<file path="src/rtl/score_tracker_if.sv">
`default_nettype none
// ============================================================================
// Module      : score_tracker_if
// Description : Game-rule signal bundle between the playfield logic and the
//               score tracker (inputs from the game, pulses to the digits).
// Revision    : 1.0 - initial release
// ============================================================================
interface score_tracker_if;
  // Game-side inputs
  logic       start;
  logic       tick;
  logic       pipe_at_bird;
  logic       collision;
  // Score-side outputs
  logic       up_ones;
  logic       up_tens;
  logic       clear_digits;
  logic [7:0] score_bcd;
  logic       playing;
  logic       game_over;

  // The game logic drives events and observes the score.
  modport master (
    output start, tick, pipe_at_bird, collision,
    input  up_ones, up_tens, clear_digits, score_bcd, playing, game_over
  );

  // The score tracker consumes events and produces the score outputs.
  modport slave (
    input  start, tick, pipe_at_bird, collision,
    output up_ones, up_tens, clear_digits, score_bcd, playing, game_over
  );
endinterface
`default_nettype wire

</file>
<file path="src/rtl/score_tracker.sv">
`default_nettype none
// ============================================================================
// Module      : score_tracker
// Description : Decides when the bird has cleared a pipe, issues one-cycle
//               increment pulses for the ones/tens digits, a clear pulse at
//               game start, and keeps a saturating BCD copy of the score.
// Revision    : 1.0 - initial release
// ============================================================================
module score_tracker #(
  parameter int MAX_SCORE = 99
) (
  input  wire logic       clk,
  input  wire logic       reset,
  score_tracker_if.slave  bus
);

  // Saturation limit split into decimal digits so it compares against BCD.
  localparam logic [3:0] c_MAX_TENS = 4'(MAX_SCORE / 10);
  localparam logic [3:0] c_MAX_ONES = 4'(MAX_SCORE % 10);

  typedef enum logic [1:0] {
    S_IDLE    = 2'd0,
    S_PLAY    = 2'd1,
    S_IN_PIPE = 2'd2,
    S_OVER    = 2'd3
  } state_t;

  state_t     state_q, state_d;
  logic [3:0] ones_q, ones_d;
  logic [3:0] tens_q, tens_d;
  logic       up_ones_q, up_ones_d;
  logic       up_tens_q, up_tens_d;
  logic       clear_q, clear_d;
  logic       playing_q, playing_d;
  logic       game_over_q, game_over_d;
  logic       w_at_max;

  // Score has reached the ceiling (decimal comparison of the BCD digits).
  assign w_at_max = (tens_q > c_MAX_TENS) ||
                    ((tens_q == c_MAX_TENS) && (ones_q >= c_MAX_ONES));

  // Next-state, score update and next values of the registered outputs.
  always_comb begin
    state_d   = state_q;
    ones_d    = ones_q;
    tens_d    = tens_q;
    up_ones_d = 1'b0;
    up_tens_d = 1'b0;
    clear_d   = 1'b0;

    case (state_q)
      S_IDLE, S_OVER: begin
        // Collisions are meaningless outside a game; only start matters.
        if (bus.start) begin
          state_d = S_PLAY;
          clear_d = 1'b1;
          ones_d  = 4'd0;
          tens_d  = 4'd0;
        end
      end
      S_PLAY: begin
        if (bus.collision) begin
          state_d = S_OVER;
        end else if (bus.tick && bus.pipe_at_bird) begin
          state_d = S_IN_PIPE;
        end
      end
      S_IN_PIPE: begin
        // Collision beats an exit tick in the same cycle: no point awarded.
        if (bus.collision) begin
          state_d = S_OVER;
        end else if (bus.tick && !bus.pipe_at_bird) begin
          state_d = S_PLAY;
          if (!w_at_max) begin
            up_ones_d = 1'b1;
            if (ones_q == 4'd9) begin
              ones_d    = 4'd0;
              tens_d    = tens_q + 4'd1;
              up_tens_d = 1'b1;
            end else begin
              ones_d = ones_q + 4'd1;
            end
          end
        end
      end
      default: state_d = S_IDLE;
    endcase

    playing_d   = (state_d == S_PLAY) || (state_d == S_IN_PIPE);
    game_over_d = (state_d == S_OVER);
  end

  // State, score and output registers; reset drops any pending pulse.
  always_ff @(posedge clk) begin
    if (reset) begin
      state_q     <= S_IDLE;
      ones_q      <= 4'd0;
      tens_q      <= 4'd0;
      up_ones_q   <= 1'b0;
      up_tens_q   <= 1'b0;
      clear_q     <= 1'b0;
      playing_q   <= 1'b0;
      game_over_q <= 1'b0;
    end else begin
      state_q     <= state_d;
      ones_q      <= ones_d;
      tens_q      <= tens_d;
      up_ones_q   <= up_ones_d;
      up_tens_q   <= up_tens_d;
      clear_q     <= clear_d;
      playing_q   <= playing_d;
      game_over_q <= game_over_d;
    end
  end

  assign bus.up_ones      = up_ones_q;
  assign bus.up_tens      = up_tens_q;
  assign bus.clear_digits = clear_q;
  assign bus.score_bcd    = {tens_q, ones_q};
  assign bus.playing      = playing_q;
  assign bus.game_over    = game_over_q;

endmodule
`default_nettype wire

</file>
<file path="src/flat_wrapper.sv">
// flat-port wrapper written by rule: the top's interface ports become plain ports
module score_tracker_flat 
#(
  parameter int MAX_SCORE = 99
)
  (clk, reset, bus_start, bus_tick, bus_pipe_at_bird, bus_collision, bus_up_ones, bus_up_tens, bus_clear_digits, bus_score_bcd, bus_playing, bus_game_over);
  score_tracker_if bus_i ();
  input  wire logic clk;
  input  wire logic reset;
  input wire logic [$bits(bus_i.start)-1:0] bus_start;
  input wire logic [$bits(bus_i.tick)-1:0] bus_tick;
  input wire logic [$bits(bus_i.pipe_at_bird)-1:0] bus_pipe_at_bird;
  input wire logic [$bits(bus_i.collision)-1:0] bus_collision;
  output wire logic [$bits(bus_i.up_ones)-1:0] bus_up_ones;
  output wire logic [$bits(bus_i.up_tens)-1:0] bus_up_tens;
  output wire logic [$bits(bus_i.clear_digits)-1:0] bus_clear_digits;
  output wire logic [$bits(bus_i.score_bcd)-1:0] bus_score_bcd;
  output wire logic [$bits(bus_i.playing)-1:0] bus_playing;
  output wire logic [$bits(bus_i.game_over)-1:0] bus_game_over;
  assign bus_i.start = bus_start;
  assign bus_i.tick = bus_tick;
  assign bus_i.pipe_at_bird = bus_pipe_at_bird;
  assign bus_i.collision = bus_collision;
  assign bus_up_ones = bus_i.up_ones;
  assign bus_up_tens = bus_i.up_tens;
  assign bus_clear_digits = bus_i.clear_digits;
  assign bus_score_bcd = bus_i.score_bcd;
  assign bus_playing = bus_i.playing;
  assign bus_game_over = bus_i.game_over;
  score_tracker #(.MAX_SCORE(MAX_SCORE)) u_core (.clk(clk), .reset(reset), .bus(bus_i));
endmodule
</file>
<file path="config.mk">
export PLATFORM = sky130hd
export DESIGN_NAME = score_tracker_flat
export DESIGN_NICKNAME = d
export VERILOG_FILES = /design/src/rtl/score_tracker_if.sv /design/src/rtl/score_tracker.sv /design/src/flat_wrapper.sv
export SDC_FILE = /design/constraint.sdc
export NUM_CORES = 1
export LEC_CHECK = 0
export CAP_MARGIN = 30
export CELL_PAD_IN_SITES_DETAIL_PLACEMENT = 1
export CELL_PAD_IN_SITES_GLOBAL_PLACEMENT = 1
export CORE_ASPECT_RATIO = 1.25
export CORE_MARGIN = 8
export CORE_UTILIZATION = 36
export DETAILED_ROUTE_END_ITERATION = 6
export GPL_TIMING_DRIVEN = 0
export PLACE_DENSITY = 0.78
export SYNTH_ARGS = -nofsm -noshare
export SYNTH_HDL_FRONTEND = slang
export SYNTH_SLANG_ARGS = --single-unit
</file>
<file path="constraint.sdc">
create_clock -name clk -period 2.4 [get_ports clk]
set_input_delay 0.48 -clock clk [delete_from_list [all_inputs] [get_ports clk]]
set_output_delay 0.48 -clock clk [all_outputs]
set_load 0.02 [all_outputs]
</file>
# --- Word level (Yosys, flattened, before mapping) ---
# Index checks and enable logic that the tools add are counted.
op_classes:
  reduce_logical: 14
  n_lt_le_gt_ge: 2
  muxes: 20
  n_eq_ne: 13
  n_addsub: 2
  bitwise_logic: 3
op_table:
  columns: ["op", "n"]
  rows:
  - ["two-way mux 4 bit", 9]
  - ["one-hot mux 4 bit (2 select lines)", 2]
  - ["two-way mux 2 bit", 5]
  - ["adder 4 x 1 -> 4 bit, second input constant", 2]
  - ["equality test 2 bit, second input constant", 4]
  - ["equality test 4 bit, second input constant", 2]
  - ["!= test 2 bit, second input constant", 3]
  - ["one-hot mux 2 bit (3 select lines)", 1]
  - ["AND reduction 6 bit", 1]
  - ["AND reduction 5 bit", 1]
  - ["OR reduction 5 bit", 1]
  - ["equality test 2 x 1 -> 1 bit, second input constant", 2]
  - [">= comparator 4 bit, second input constant", 1]
  - ["> comparator 4 bit, second input constant", 1]
  - ["!= test 2 x 1 -> 1 bit, second input constant", 2]
  - ["OR reduction 2 bit", 2]
  - ["OR reduction 4 bit", 1]
  - ["logical AND 1 bit", 3]
  - ["two-way mux 1 bit", 3]
  - ["inverter 1 bit", 3]
  - ["zero test 2 bit", 1]
  - ["logical OR 1 bit", 2]
  - ["nonzero test 2 bit", 1]
  - ["zero test 1 bit", 1]
totals:
  ff_bits: 15
  elab_cells: 62
  inputBits: 6

# --- Longest topological paths before layout ---
depth:
  depth_word: 7
  depth_mapped: 7
  mapped_depth_nobuf: 7

# --- Least setup slack after synthesis ---
# OpenSTA, ideal clock, no wires.
synth_timing:
  path_type: "flip-flop to flip-flop"
  start: "register u_core.tens_q[1]"
  end: "register u_core.tens_q[2]"
  stages_incl_launch_ff: 8
  slack_ns: 0.618
  arrival_time_ns: 1.662
  setup_time_ns: 0.120
  path_buffers: 1
  path_cell_list: "dfxtp_1 inv_1 ha_1 o21ba_1 o211a_1 buf_6 and3_1 a211o_1"
synth_between:
  elab_chain_cells: 6
synth_lines:
  columns: ["element", "line", "text"]
  rows:
  - ["start, declared", "score_tracker.sv:30", "logic [3:0] tens_q, tens_d;"]
  - ["start signal, assigned", "score_tracker.sv:107", "tens_q <= tens_d;"]
  - ["adder 4 x 1 -> 4 bit", "score_tracker.sv:78", "tens_d = tens_q + 4'd1;"]
  - ["two-way mux 4 bit", "score_tracker.sv:76", "if (ones_q == 4'd9) begin"]
  - ["two-way mux 4 bit", "score_tracker.sv:74", "if (!w_at_max) begin"]
  - ["two-way mux 4 bit", "score_tracker.sv:72", "end else if (bus.tick && !bus.pipe_at_bird) begin"]
  - ["two-way mux 4 bit", "score_tracker.sv:70", "if (bus.collision) begin"]
  - ["one-hot mux 4 bit (2 select lines)", "score_tracker.sv:51", "case (state_q)"]
# Parallel ways exist; a longest one is shown, timed or not. The select of a mux whose other input is x is not followed.
# A chain may end at the register's enable or synchronous reset.

# --- Worst setup path after layout ---
layout_timing:
  start: "input bus_tick"
  end: "register u_core.playing_q, in the netlist u_core.bus.playing"
layout_between:
  elab_chain_cells: 6
layout_lines:
  columns: ["element", "line", "text"]
  rows:
  - ["start, declared", "flat_wrapper.sv:11", "input wire logic [$bits(bus_i.tick)-1:0] bus_tick;"]
  - ["logical AND 1 bit (on tied branches)", "score_tracker.sv:72, score_tracker.sv:64", null]
  - ["two-way mux 2 bit (on tied branches)", "score_tracker.sv:72, score_tracker.sv:64", null]
  - ["two-way mux 2 bit (on tied branches)", "score_tracker.sv:70, score_tracker.sv:62", null]
  - ["one-hot mux 2 bit (3 select lines) *", "score_tracker.sv:51", null]
  - ["net u_core.state_d[1]", "score_tracker.sv:28", "state_t state_q, state_d;"]
  - ["equality test 2 x 1 -> 1 bit or equality test 2 bit (tied branches)", "score_tracker.sv:89", "playing_d = (state_d == S_PLAY) || (state_d == S_IN_PIPE);"]
  - ["logical OR 1 bit *", "score_tracker.sv:89", null]
  - ["net u_core.playing_d", "score_tracker.sv:34", "logic playing_q, playing_d;"]
  - ["end signal, assigned", "score_tracker.sv:111", "playing_q <= playing_d;"]
  - ["end, declared", "score_tracker.sv:34", null]
# Mark *: on every way through the listed nets, which the timed path passes. The rest lies on a longest branch.

==> impl_metrics.json <==
{
  "grt_usage_pct": 11.9,
  "gr-total-overflow": 0,
  "hold_depth": 2,
  "fin_nets": 141,
  "vias_per_cell": 5.34,
  "tightest_slew_ns": 0.474,
  "drcViolationCount": 0,
  "p_sw_mw": 0.323,
  "p_clk_share_pct": 17.6,
  "min_from": "u_core.tens_q[3]",
  "fin_crit_ns": 2.00,
  "hold_buffers": 0,
  "fin_crit_sh_pct": 83.4,
  "vias": 860,
  "powerDensity_nw_per_um2": 748,
  "cp-end-kind": "flip-flop",
  "boundaryPins": 19,
  "synth_cell_types": 38,
  "worst_r2r_path_depth": 7,
  "clock-root-buffer": "clkbuf_4",
  "regToRegStartpoint": "u_core.state_q[0]",
  "drt_wl_total_mm": 2.29,
  "wl_per_cell_um": 14.2,
  "place_ws_ns": 0.108,
  "rsz0062_at_grt": "false",
  "hold_end": "u_core.tens_q[3]",
  "synth.mux.area_fraction_pct": 0,
  "hold_class": "flip-flop to flip-flop",
  "pwr-share-seq_pct": 35.0,
  "die_y_um": 71.7,
  "hpwlAfterDp_mm": 1.84,
  "antenna_cells": 0,
  "maxCapViolCount": 0,
  "peakVddDrop_v": 0.000479,
  "start_kind": "input pin",
  "io_buffers": 18,
  "worst_slack_ns": 0.398,
  "syn-mean-instance-area_um2": 8.43,
  "cts.sinks": 15,
  "finalSetupTns_ns": 0,
  "synthXorXnorAreaFrac_pct": 0.980,
  "maxSlewHeadroom_pct": 68.4,
  "grt_max_degree": 11,
  "crit_type": "input pin to flip-flop",
  "grt_pass1_vias": 919,
  "clk_latency_ns": 0.29,
  "ff2ff_setup_slack_ns": 0.50,
  "setup_viol": 0,
  "cts_buffers": 3,
  "clk_path_buf_depth": 2,
  "final_area_um2": 1140,
  "grt_pass1_wl_mm": 4.02,
  "drtIter0Drc": 14,
  "leakage_nw": 0.473,
  "worst-path-max-fanout": 4,
  "synth-simple-area-share_pct": 28.7,
  "ys_ff_latch": 15,
  "rr_endpoint": "u_core.bus.playing",
  "slew_viol_final": 0,
  "dr.pass1.iters": 4,
  "drive_gt1_share_pct": 9.38,
  "critPathRequiredTime_ns": 2.58,
  "status": "finished, final reports clean",
  "antenna_found_initial": 0,
  "hold_viol_final": 0,
  "synth_top_family_by_area": "simple AND/OR/NAND/NOR gates",
  "h-tree-depth": 1,
  "fp.dieW_um": 60.6,
  "synth.net_count": 118,
  "synth-seq-area-share_pct": 33.6,
  "worst-endpoint-arrival_ns": 2.18,
  "cts_setup_buffers": 0,
  "syn-instance-count": 106,
  "num_rows": 20,
  "antenna_left": 0,
  "combPwrFrac_pct": 47.4,
  "ys_warn_count": 0,
  "p_int_mw": 0.531,
  "design.die.area_um2": 4340,
  "cts_tree": "done",
  "cts.repair.resized": 0,
  "path_clk_slew_ns": 0.09,
  "synth_compound_area_share_pct": 22.5,
  "area_growth_pct": 27.7,
  "power_switching_share_pct": 37.8,
  "routabilityCongestion": 0.832,
  "initial_core_util_pct": 37.2,
  "dpl_cell_area_um2": 1110,
  "core_area_um2": 2400,
  "netlist_area_um2": 893,
  "synth_fa_ha_area_share_pct": 8.40,
  "max_freq_mhz": 500,
  "clock_skew_ns": 0.00384
}
==> cells in the mapped netlist <==
| cell type | count | area share (%) |
|---|---|---|
| o21ai_1 | 1 | 0.56 |
| a211o_1 | 3 | 2.9 |
| o21ba_1 | 1 | 1.1 |
| nor2b_1 | 7 | 4.9 |
| o21a_1 | 2 | 1.7 |
| a22o_1 | 1 | 0.98 |
| and4_1 | 2 | 2.0 |
| o211a_1 | 1 | 1.1 |
| and3_2 | 2 | 1.7 |
| and3_1 | 3 | 2.1 |
| nand3_1 | 4 | 2.2 |
| ha_1 | 6 | 8.4 |
| nor2_1 | 8 | 3.4 |
| nand4b_1 | 1 | 0.98 |
| o21ai_0 | 4 | 2.2 |
| clkbuf_1 | 1 | 0.42 |
| nand2_1 | 9 | 3.8 |
| a21o_1 | 1 | 0.84 |
| o22ai_1 | 3 | 2.1 |
| o221ai_1 | 1 | 0.98 |
| or3_1 | 1 | 0.70 |
| a31oi_1 | 4 | 2.8 |
| and2_1 | 1 | 0.70 |
| a21bo_1 | 1 | 1.1 |
| nand2b_4 | 1 | 1.5 |
| a21oi_1 | 2 | 1.1 |
| nor3_2 | 1 | 1.1 |
| or3b_4 | 1 | 1.3 |
| a21boi_0 | 1 | 0.84 |
| o21ba_2 | 1 | 1.1 |
| nor3_1 | 3 | 1.7 |
| nand2b_1 | 1 | 0.70 |
| buf_6 | 1 | 1.3 |
| buf_2 | 2 | 1.1 |
| xnor2_1 | 1 | 0.98 |
| inv_1 | 7 | 2.9 |
| dfxtp_1 | 15 | 34 |
| a41oi_1 | 1 | 0.98 |
==> cell type report <==
class                      count  area, um^2
tap                           33        41.3
multi-input combinational     80         542
buffer                         4        25.0
clock buffer                   4        26.3
sequential                    15         300
timing repair buffer          18         180
inverter                       7        26.3
fill                         304        1260
==> layout by cell type, fill, tap and decap left out, types with 2 or more instances in the layout <==
master / count
clkbuf_1: 2
o21a_1: 2
nor2_1: 8
buf_2: 2
and3_2: 2
a211o_1: 3
ha_1: 6
and4_1: 2
dfxtp_1: 15
nor2b_1: 7
inv_1: 7
clkbuf_4: 3
a31oi_1: 4
clkdlybuf4s50_1: 18
nand3_1: 4
and3_1: 3
nand2_1: 9
o22ai_1: 3
nor3_1: 3
o21ai_0: 4
a21oi_1: 2
==> power by group through the flow <==
stage,sequential (mW),clock [mW],combinational (mW)
after floorplan,0.321,0,0.271
after global placement,0.302,0,0.391
after detailed placement,0.304,0,0.405
after CTS,0.299,0.155,0.410
after global routing,0.301,0.166,0.451
final,0.298,0.150,0.405
==> cell families (layout without fill, tap and decap cells) <==
group / after synthesis / after routing
fa+ha+maj: 6 / 6
flops: 15 / 15
buf+inv: 11 / 33
xor+xnor: 1 / 1
simple gates: 45 / 45
compound gates: 28 / 28
==> registers in the layout, summed over array words and instances, names as in the netlist <==
register / count
u_core.bus.clear_digits: 1
u_core.bus.game_over: 1
u_core.bus.playing: 1
u_core.bus.up_ones: 1
u_core.bus.up_tens: 1
u_core.ones_q: 4
u_core.state_q: 2
u_core.tens_q: 4
==> how the worst max path moves through the flow <==
stage,startpoint,cells past startpoint,to
final,bus_tick,7,u_core.bus.playing
after global routing,bus_tick,7,u_core.bus.playing
after CTS,bus_tick,7,u_core.bus.playing
after detailed placement,bus_tick,7,u_core.bus.playing
after global placement,bus_tick,7,u_core.bus.playing
after floorplan,u_core.tens_q[1],7,u_core.tens_q[2]
==> stage by stage <==
stage	total power, mW	utilization, %	std cells	hold slack, ns
floorplan	0.592	-	106	0.544
global placement	0.693	46.4	157	0.486
detailed placement	0.710	46.4	157	0.527
CTS	0.864	47.5	161	0.544
global route	0.917	47.5	161	0.558
finish	0.854	47.5	161	0.529
==> critical path: stages <==
cell and delay (ns):
clkdlybuf4s50_1 0.49, nor2b_1 0.34, o21ba_2 0.18, o21ai_0 0.10, and3_1 0.21, ha_1 0.26, nor2b_1 0.13
==> routing by layer <==
layer	global-route usage [%]	share of wire, %	vias up	wire (um)
li1	-	-	425	-
met1	13.3	44	412	1010
met2	20.4	50	16	1150
met3	2.15	2.4	7	55
met4	5.97	3.1	0	71
met5	0	0	-	0
No activity file was read; power rests on OpenSTA's default activity.
